## config.mk

```make
export PLATFORM = sky130hd
export DESIGN_NAME = dma_mch_csr
export DESIGN_NICKNAME = d
export VERILOG_FILES = /design/src/rtl/dma_mch_csr.sv
export SDC_FILE = /design/constraint.sdc
export NUM_CORES = 1
export LEC_CHECK = 0
export ABC_AREA = 1
export CELL_PAD_IN_SITES_DETAIL_PLACEMENT = 0
export CELL_PAD_IN_SITES_GLOBAL_PLACEMENT = 2
export CORE_AREA = 10 10 250 252
export CTS_CLUSTER_SIZE = 8
export DETAILED_ROUTE_END_ITERATION = 16
export DIE_AREA = 0 0 260 262
export PLACE_DENSITY = 0.95
export SYNTH_ARGS = -nofsm -noshare
export SYNTH_HDL_FRONTEND = slang
export SYNTH_SLANG_ARGS = --single-unit
```

## constraint.sdc

```tcl
create_clock -name clk_i -period 7 [get_ports clk_i]
set_clock_uncertainty 0.05 [all_clocks]
set_input_delay 1.4 -clock clk_i [delete_from_list [all_inputs] [get_ports clk_i]]
set_output_delay 1.4 -clock clk_i [all_outputs]
set_load 0.005 [all_outputs]
```

## src/rtl/dma_mch_csr.sv

```systemverilog
// Multi-channel DMA control/status register block on a Wishbone classic slave.
// Latency: ack/err one cycle after the access is seen; engine pulses and irq_o are registered.
// Backpressure: none; every access gets exactly one response, and the next access is taken once it drops.
module dma_mch_csr #(
   parameter int NUM_CH = 4,
   parameter int LEN_W  = 16
) (
   input  logic                      clk_i,
   input  logic                      rst_i,
   input  logic                      wb_cyc_i,
   input  logic                      wb_stb_i,
   input  logic                      wb_we_i,
   input  logic [8:0]                wb_adr_i,
   input  logic [31:0]               wb_dat_i,
   input  logic [3:0]                wb_sel_i,
   output logic [31:0]               wb_dat_o,
   output logic                      wb_ack_o,
   output logic                      wb_err_o,
   output logic [NUM_CH*32-1:0]      ch_src_o,
   output logic [NUM_CH*32-1:0]      ch_dst_o,
   output logic [NUM_CH*LEN_W-1:0]   ch_len_o,
   output logic [NUM_CH-1:0]         ch_go_o,
   output logic [NUM_CH-1:0]         ch_abort_o,
   input  logic [NUM_CH-1:0]         ch_busy_i,
   input  logic [NUM_CH-1:0]         ch_done_i,
   input  logic [NUM_CH-1:0]         ch_err_i,
   output logic                      irq_o
);

   localparam logic [2:0] R_SRC  = 3'd0;
   localparam logic [2:0] R_DST  = 3'd1;
   localparam logic [2:0] R_LEN  = 3'd2;
   localparam logic [2:0] R_CTRL = 3'd3;
   localparam logic [2:0] R_STAT = 3'd4;
   localparam logic [3:0] NCH    = 4'(NUM_CH);

   logic [31:0]       src_q [NUM_CH];
   logic [31:0]       dst_q [NUM_CH];
   logic [LEN_W-1:0]  len_q [NUM_CH];
   logic [NUM_CH-1:0] ie_q, done_q, err_q, irq_mask_q;

   logic              acc, adr_ok, wr, ctrl_wr, stat_wr;
   logic [2:0]        ch_idx, reg_idx;
   logic [31:0]       bmask, rdata;
   logic [NUM_CH-1:0] wr_hit, len_nz, go_req, go_fire, err_go, abort_fire;
   logic [NUM_CH-1:0] done_clr, err_clr, irq_stat;
   logic              unused_adr;

   assign acc        = wb_cyc_i & wb_stb_i & ~wb_ack_o & ~wb_err_o;
   assign ch_idx     = wb_adr_i[7:5];
   assign reg_idx    = wb_adr_i[4:2];
   assign bmask      = {{8{wb_sel_i[3]}}, {8{wb_sel_i[2]}}, {8{wb_sel_i[1]}}, {8{wb_sel_i[0]}}};
   assign wr         = acc & adr_ok & wb_we_i;
   assign ctrl_wr    = (reg_idx == R_CTRL) & wb_sel_i[0];
   assign stat_wr    = (reg_idx == R_STAT);
   assign irq_stat   = ie_q & (done_q | err_q);
   assign unused_adr = &{1'b0, wb_adr_i[1:0]};

   always_comb begin
      adr_ok = 1'b0;
      if (wb_adr_i[8])
         adr_ok = (wb_adr_i[7:2] == 6'd0) || (wb_adr_i[7:2] == 6'd1);
      else
         adr_ok = (reg_idx <= R_STAT) && ({1'b0, ch_idx} < NCH);
   end

   always_comb begin
      wr_hit = '0;
      len_nz = '0;
      for (int n = 0; n < NUM_CH; n++) begin
         wr_hit[n] = wr & ~wb_adr_i[8] & (ch_idx == 3'(n));
         len_nz[n] = |len_q[n];
      end
   end

   // GO with a zero length is a programming error reported through ERR rather than a start.
   assign go_req     = wr_hit & {NUM_CH{ctrl_wr & wb_dat_i[0]}};
   assign go_fire    = go_req & ~ch_busy_i & len_nz;
   assign err_go     = go_req & ~ch_busy_i & ~len_nz;
   assign abort_fire = wr_hit & {NUM_CH{ctrl_wr & wb_dat_i[2]}} & ch_busy_i;
   assign done_clr   = wr_hit & {NUM_CH{stat_wr & wb_sel_i[2] & wb_dat_i[16]}};
   assign err_clr    = wr_hit & {NUM_CH{stat_wr & wb_sel_i[1] & wb_dat_i[8]}};

   always_comb begin
      rdata = '0;
      if (wb_adr_i[8]) begin
         if (wb_adr_i[2])
            rdata = 32'(irq_mask_q);
         else
            rdata = 32'(irq_stat);
      end else begin
         for (int n = 0; n < NUM_CH; n++) begin
            if (ch_idx == 3'(n)) begin
               case (reg_idx)
                  R_SRC:   rdata = src_q[n];
                  R_DST:   rdata = dst_q[n];
                  R_LEN:   rdata = 32'(len_q[n]);
                  R_CTRL:  rdata = {30'd0, ie_q[n], 1'b0};
                  R_STAT:  rdata = {15'd0, done_q[n], 7'd0, err_q[n], 7'd0, ch_busy_i[n]};
                  default: ;
               endcase
            end
         end
      end
   end

   always_comb begin
      ch_src_o = '0;
      ch_dst_o = '0;
      ch_len_o = '0;
      for (int n = 0; n < NUM_CH; n++) begin
         ch_src_o[32*n +: 32]       = src_q[n];
         ch_dst_o[32*n +: 32]       = dst_q[n];
         ch_len_o[LEN_W*n +: LEN_W] = len_q[n];
      end
   end

   always_ff @(posedge clk_i) begin
      if (rst_i) begin
         for (int n = 0; n < NUM_CH; n++) begin
            src_q[n] <= '0;
            dst_q[n] <= '0;
            len_q[n] <= '0;
         end
         ie_q       <= '0;
         done_q     <= '0;
         err_q      <= '0;
         irq_mask_q <= '1;
         wb_ack_o   <= 1'b0;
         wb_err_o   <= 1'b0;
         wb_dat_o   <= '0;
         ch_go_o    <= '0;
         ch_abort_o <= '0;
         irq_o      <= 1'b0;
      end else begin
         wb_ack_o   <= acc & adr_ok;
         wb_err_o   <= acc & ~adr_ok;
         wb_dat_o   <= (acc & adr_ok & ~wb_we_i) ? rdata : '0;
         ch_go_o    <= go_fire;
         ch_abort_o <= abort_fire;
         // Engine set beats a same-cycle software clear so no event is lost.
         done_q     <= ch_done_i | (done_q & ~done_clr);
         err_q      <= ch_err_i | err_go | (err_q & ~err_clr);
         irq_o      <= |(irq_stat & irq_mask_q);
         if (wr & wb_adr_i[8] & wb_adr_i[2] & wb_sel_i[0])
            irq_mask_q <= wb_dat_i[NUM_CH-1:0];
         for (int n = 0; n < NUM_CH; n++) begin
            if (wr_hit[n] & ~ch_busy_i[n]) begin
               case (reg_idx)
                  R_SRC:   src_q[n] <= (src_q[n] & ~bmask) | (wb_dat_i & bmask);
                  R_DST:   dst_q[n] <= (dst_q[n] & ~bmask) | (wb_dat_i & bmask);
                  R_LEN:   len_q[n] <= (len_q[n] & ~bmask[LEN_W-1:0]) |
                                       (wb_dat_i[LEN_W-1:0] & bmask[LEN_W-1:0]);
                  default: ;
               endcase
            end
            if (wr_hit[n] & ctrl_wr)
               ie_q[n] <= wb_dat_i[1];
         end
      end
   end

endmodule

```

==> out/metrics.cfg <==
[clock_network]
root_buffer=clkbuf_16
htreeDepth=2
postCtsHoldBufs=0
cts_tree=built
cts_max_path_buffers=3
cts_buffers=53
clock_latency_ns=0.62
clock-sinks=379
post-cts-setup-buffers=0
clk_pin_slew_ns=0.05
cts_resized=0

[grt]
grt_max_degree=97
antenna_found_initial=1
grt_pass1_vias=16710
grt_first_pass_wirelength_um=118700
overflow=0
grt_usage_pct=23.70

[logic_synthesis]
synth_edf_count=320
synth_most_common_cell=nand2_1
syn_inst=2112
synth_top_area_share_pct=51.23
yosys.area.top_type=edfxtp_1
ys_async_sr_fraction_pct=0
ys_warn_count=0
synth-seq-cells=379
synth-seq-area-share_pct=57.53
ys_types=31
synth_ff_type=edfxtp_1
synth_area_leaders=edfxtp_1 (51%), nand2_1 (11%), a21oi_1 (9.8%)
synth_commonest_cells=nand2_1 (529), a21oi_1 (367), nor2_1 (328)
syn_area_per_cell_um2=8.880
synth_area_um2=18760
synth_nets=2174

[timing]
relSlewSlack_pct=26.20
finalCritPeriodShare_pct=67.58
finalHoldViolations=0
setup-violations-final=0
maxSlewViolCount=0
tightest_slew_ns=1.105
period_minus_slack_ns=4.731
fin_tns_setup_ns=0
rsz0062_at_grt=no
timing.final.ws_setup_ns=2.269
fmax_ghz=0.2114
whs_ns=0.4353

[final_layout]
layout.nets=2546
syn_to_final_growth_pct=33.99
layout-drive-gt1-share_pct=8.267

[route]
ant_nets=0
wire_per_inst_um=25.52
dr.pass1.iters=5
vias_per_cell=5.300
drtIter0Drc=1820
drc=0
vias=17460
drt-total-wl_um=84090

[setup_path]
crit_path_end_kind=flip-flop
path_class=in -> reg
r2r_slack_ns=3.71
rr_worst_depth=8
arrival_ns=4.93
worstPathMaxFanout=17
critPathLaunchType=input port
reg2reg_to=src_q[2][24]$_SDFFCE_PN0P_
worstPathCellList=clkdlybuf4s50_1 > nor2_1 > o21ai_1 > nand2_2 > nand4_2 > nor2_4 > inv_1 > o21ai_4 > buf_4
slowest_delay_ns=0.72
crit_path_end=src_q[2][24]$_SDFFCE_PN0P_
worstSetupStartpoint=wb_adr_i[2]
required_ns=7.20
r2r-start=wb_ack_o$_SDFF_PP0_
critPathSlowestCell=clkdlybuf4s50_1

[place]
numPortBuffers=422
gp_congestion=0.8877
dp_slack_ns=1.738
hpwlAfterDp_um=57320

[power]
power.density_nw_per_um2=223.3
leakage_nw=9.284
power_mw=5.612
vdd_ir_drop_max_uv=176.7

[worst_hold_path]
hp-class=reg -> reg
whs_path_depth=2

[floorplanning]
die_h_um=262
coreArea_um2=57370
dieArea_um2=68120
initial_core_util_pct=32.69
ios=425
die_w_um=260
placementRows=88

[job]
drv_cap=0

[status]
status=completed

-- critical path: cells and delay by family --
kind | cells | cell delay, ns
compound gates | 2 | 0.84
buf+inv | 3 | 1.36
simple gates | 4 | 1.29
-- power breakdown --
group          total, mW  internal, mW  switching (mW)  leakage, nW
Sequential          2.59          2.51          0.0746         3.78
Combinational      0.552         0.212           0.340         4.77
Clock               2.47          1.44            1.04        0.738
-- final cells by class --
type	count	area [µm²]
fillers	5617	32230
flip-flops and latches	379	10790
multi-input cells	1507	7027
repair buffers	451	4442
clock buffers	96	1498
well taps	765	957.2
inverters	92	345.3
clock inverters	3	66.31
diodes	2	5.005
-- per-layer routing --
metal	track usage [%]	up-vias	share of wire (%)
met5	0	-	0
met4	8.949	0	3.8
met3	6.417	170	10
met2	38.61	974	47
met1	29.65	8430	39
li1	-	7888	-
-- kinds of logic after synthesis --
| group | after synthesis | synth area share [%] |
|---|---|---|
| AOI/OAI and AO/OA | 428 | 11.66 |
| and+or+nand+nor | 1079 | 25.12 |
| buffers and inverters | 226 | 5.690 |
| DFF | 379 | 57.53 |
-- metrics by stage --
step	cell area, µm²	instances	utilization (%)
3_5_place_dp	23560	3194	41.07
3_3_place_gp	23560	3194	41.07
6_report	25130	3295	43.81
4_1_cts	25130	3293	43.80
2_1_floorplan	18760	2112	-
5_1_grt	25130	3293	43.80
-- sequential cells by signal, indices dropped and copies added (netlist names), 32 cells and up --
name / count
len_q: 64
dst_q: 128
src_q: 128
wb_dat_o: 32
-- worst min path at each step --
| stage | from | slack [ns] | to |
|---|---|---|---|
| final | done_q[1]$_SDFF_PP0_ | 0.44 | done_q[1]$_SDFF_PP0_ |
| after global routing | done_q[1]$_SDFF_PP0_ | 0.45 | done_q[1]$_SDFF_PP0_ |
| after CTS | done_q[1]$_SDFF_PP0_ | 0.43 | done_q[1]$_SDFF_PP0_ |
| after detailed placement | done_q[1]$_SDFF_PP0_ | 0.42 | done_q[1]$_SDFF_PP0_ |
| after global placement | done_q[1]$_SDFF_PP0_ | 0.42 | done_q[1]$_SDFF_PP0_ |
| after floorplan | done_q[1]$_SDFF_PP0_ | 0.40 | done_q[1]$_SDFF_PP0_ |
-- layout by cell type (no fill, tap or decap), types with 3 or more instances in the layout --
cell and n:
nor2_1 325, buf_4 29, dfxtp_1 59, clkbuf_1 42
o21ai_0 29, o211ai_1 12, nor2_4 8, o21ai_4 8
nand2_1 529, nand2_2 3, nor2_2 71, clkbuf_16 53
nand4_1 21, nand3_1 69, inv_2 12, inv_1 79
edfxtp_1 320, a21oi_1 367, nand3_2 3, nand3_4 9
o21bai_1 4, nor4_1 3, clkdlybuf4s50_1 422, o21ai_1 5
nor3_1 29, nand4_4 3, nor2_8 3
Note: power is estimated with default switching activity, not from simulation.
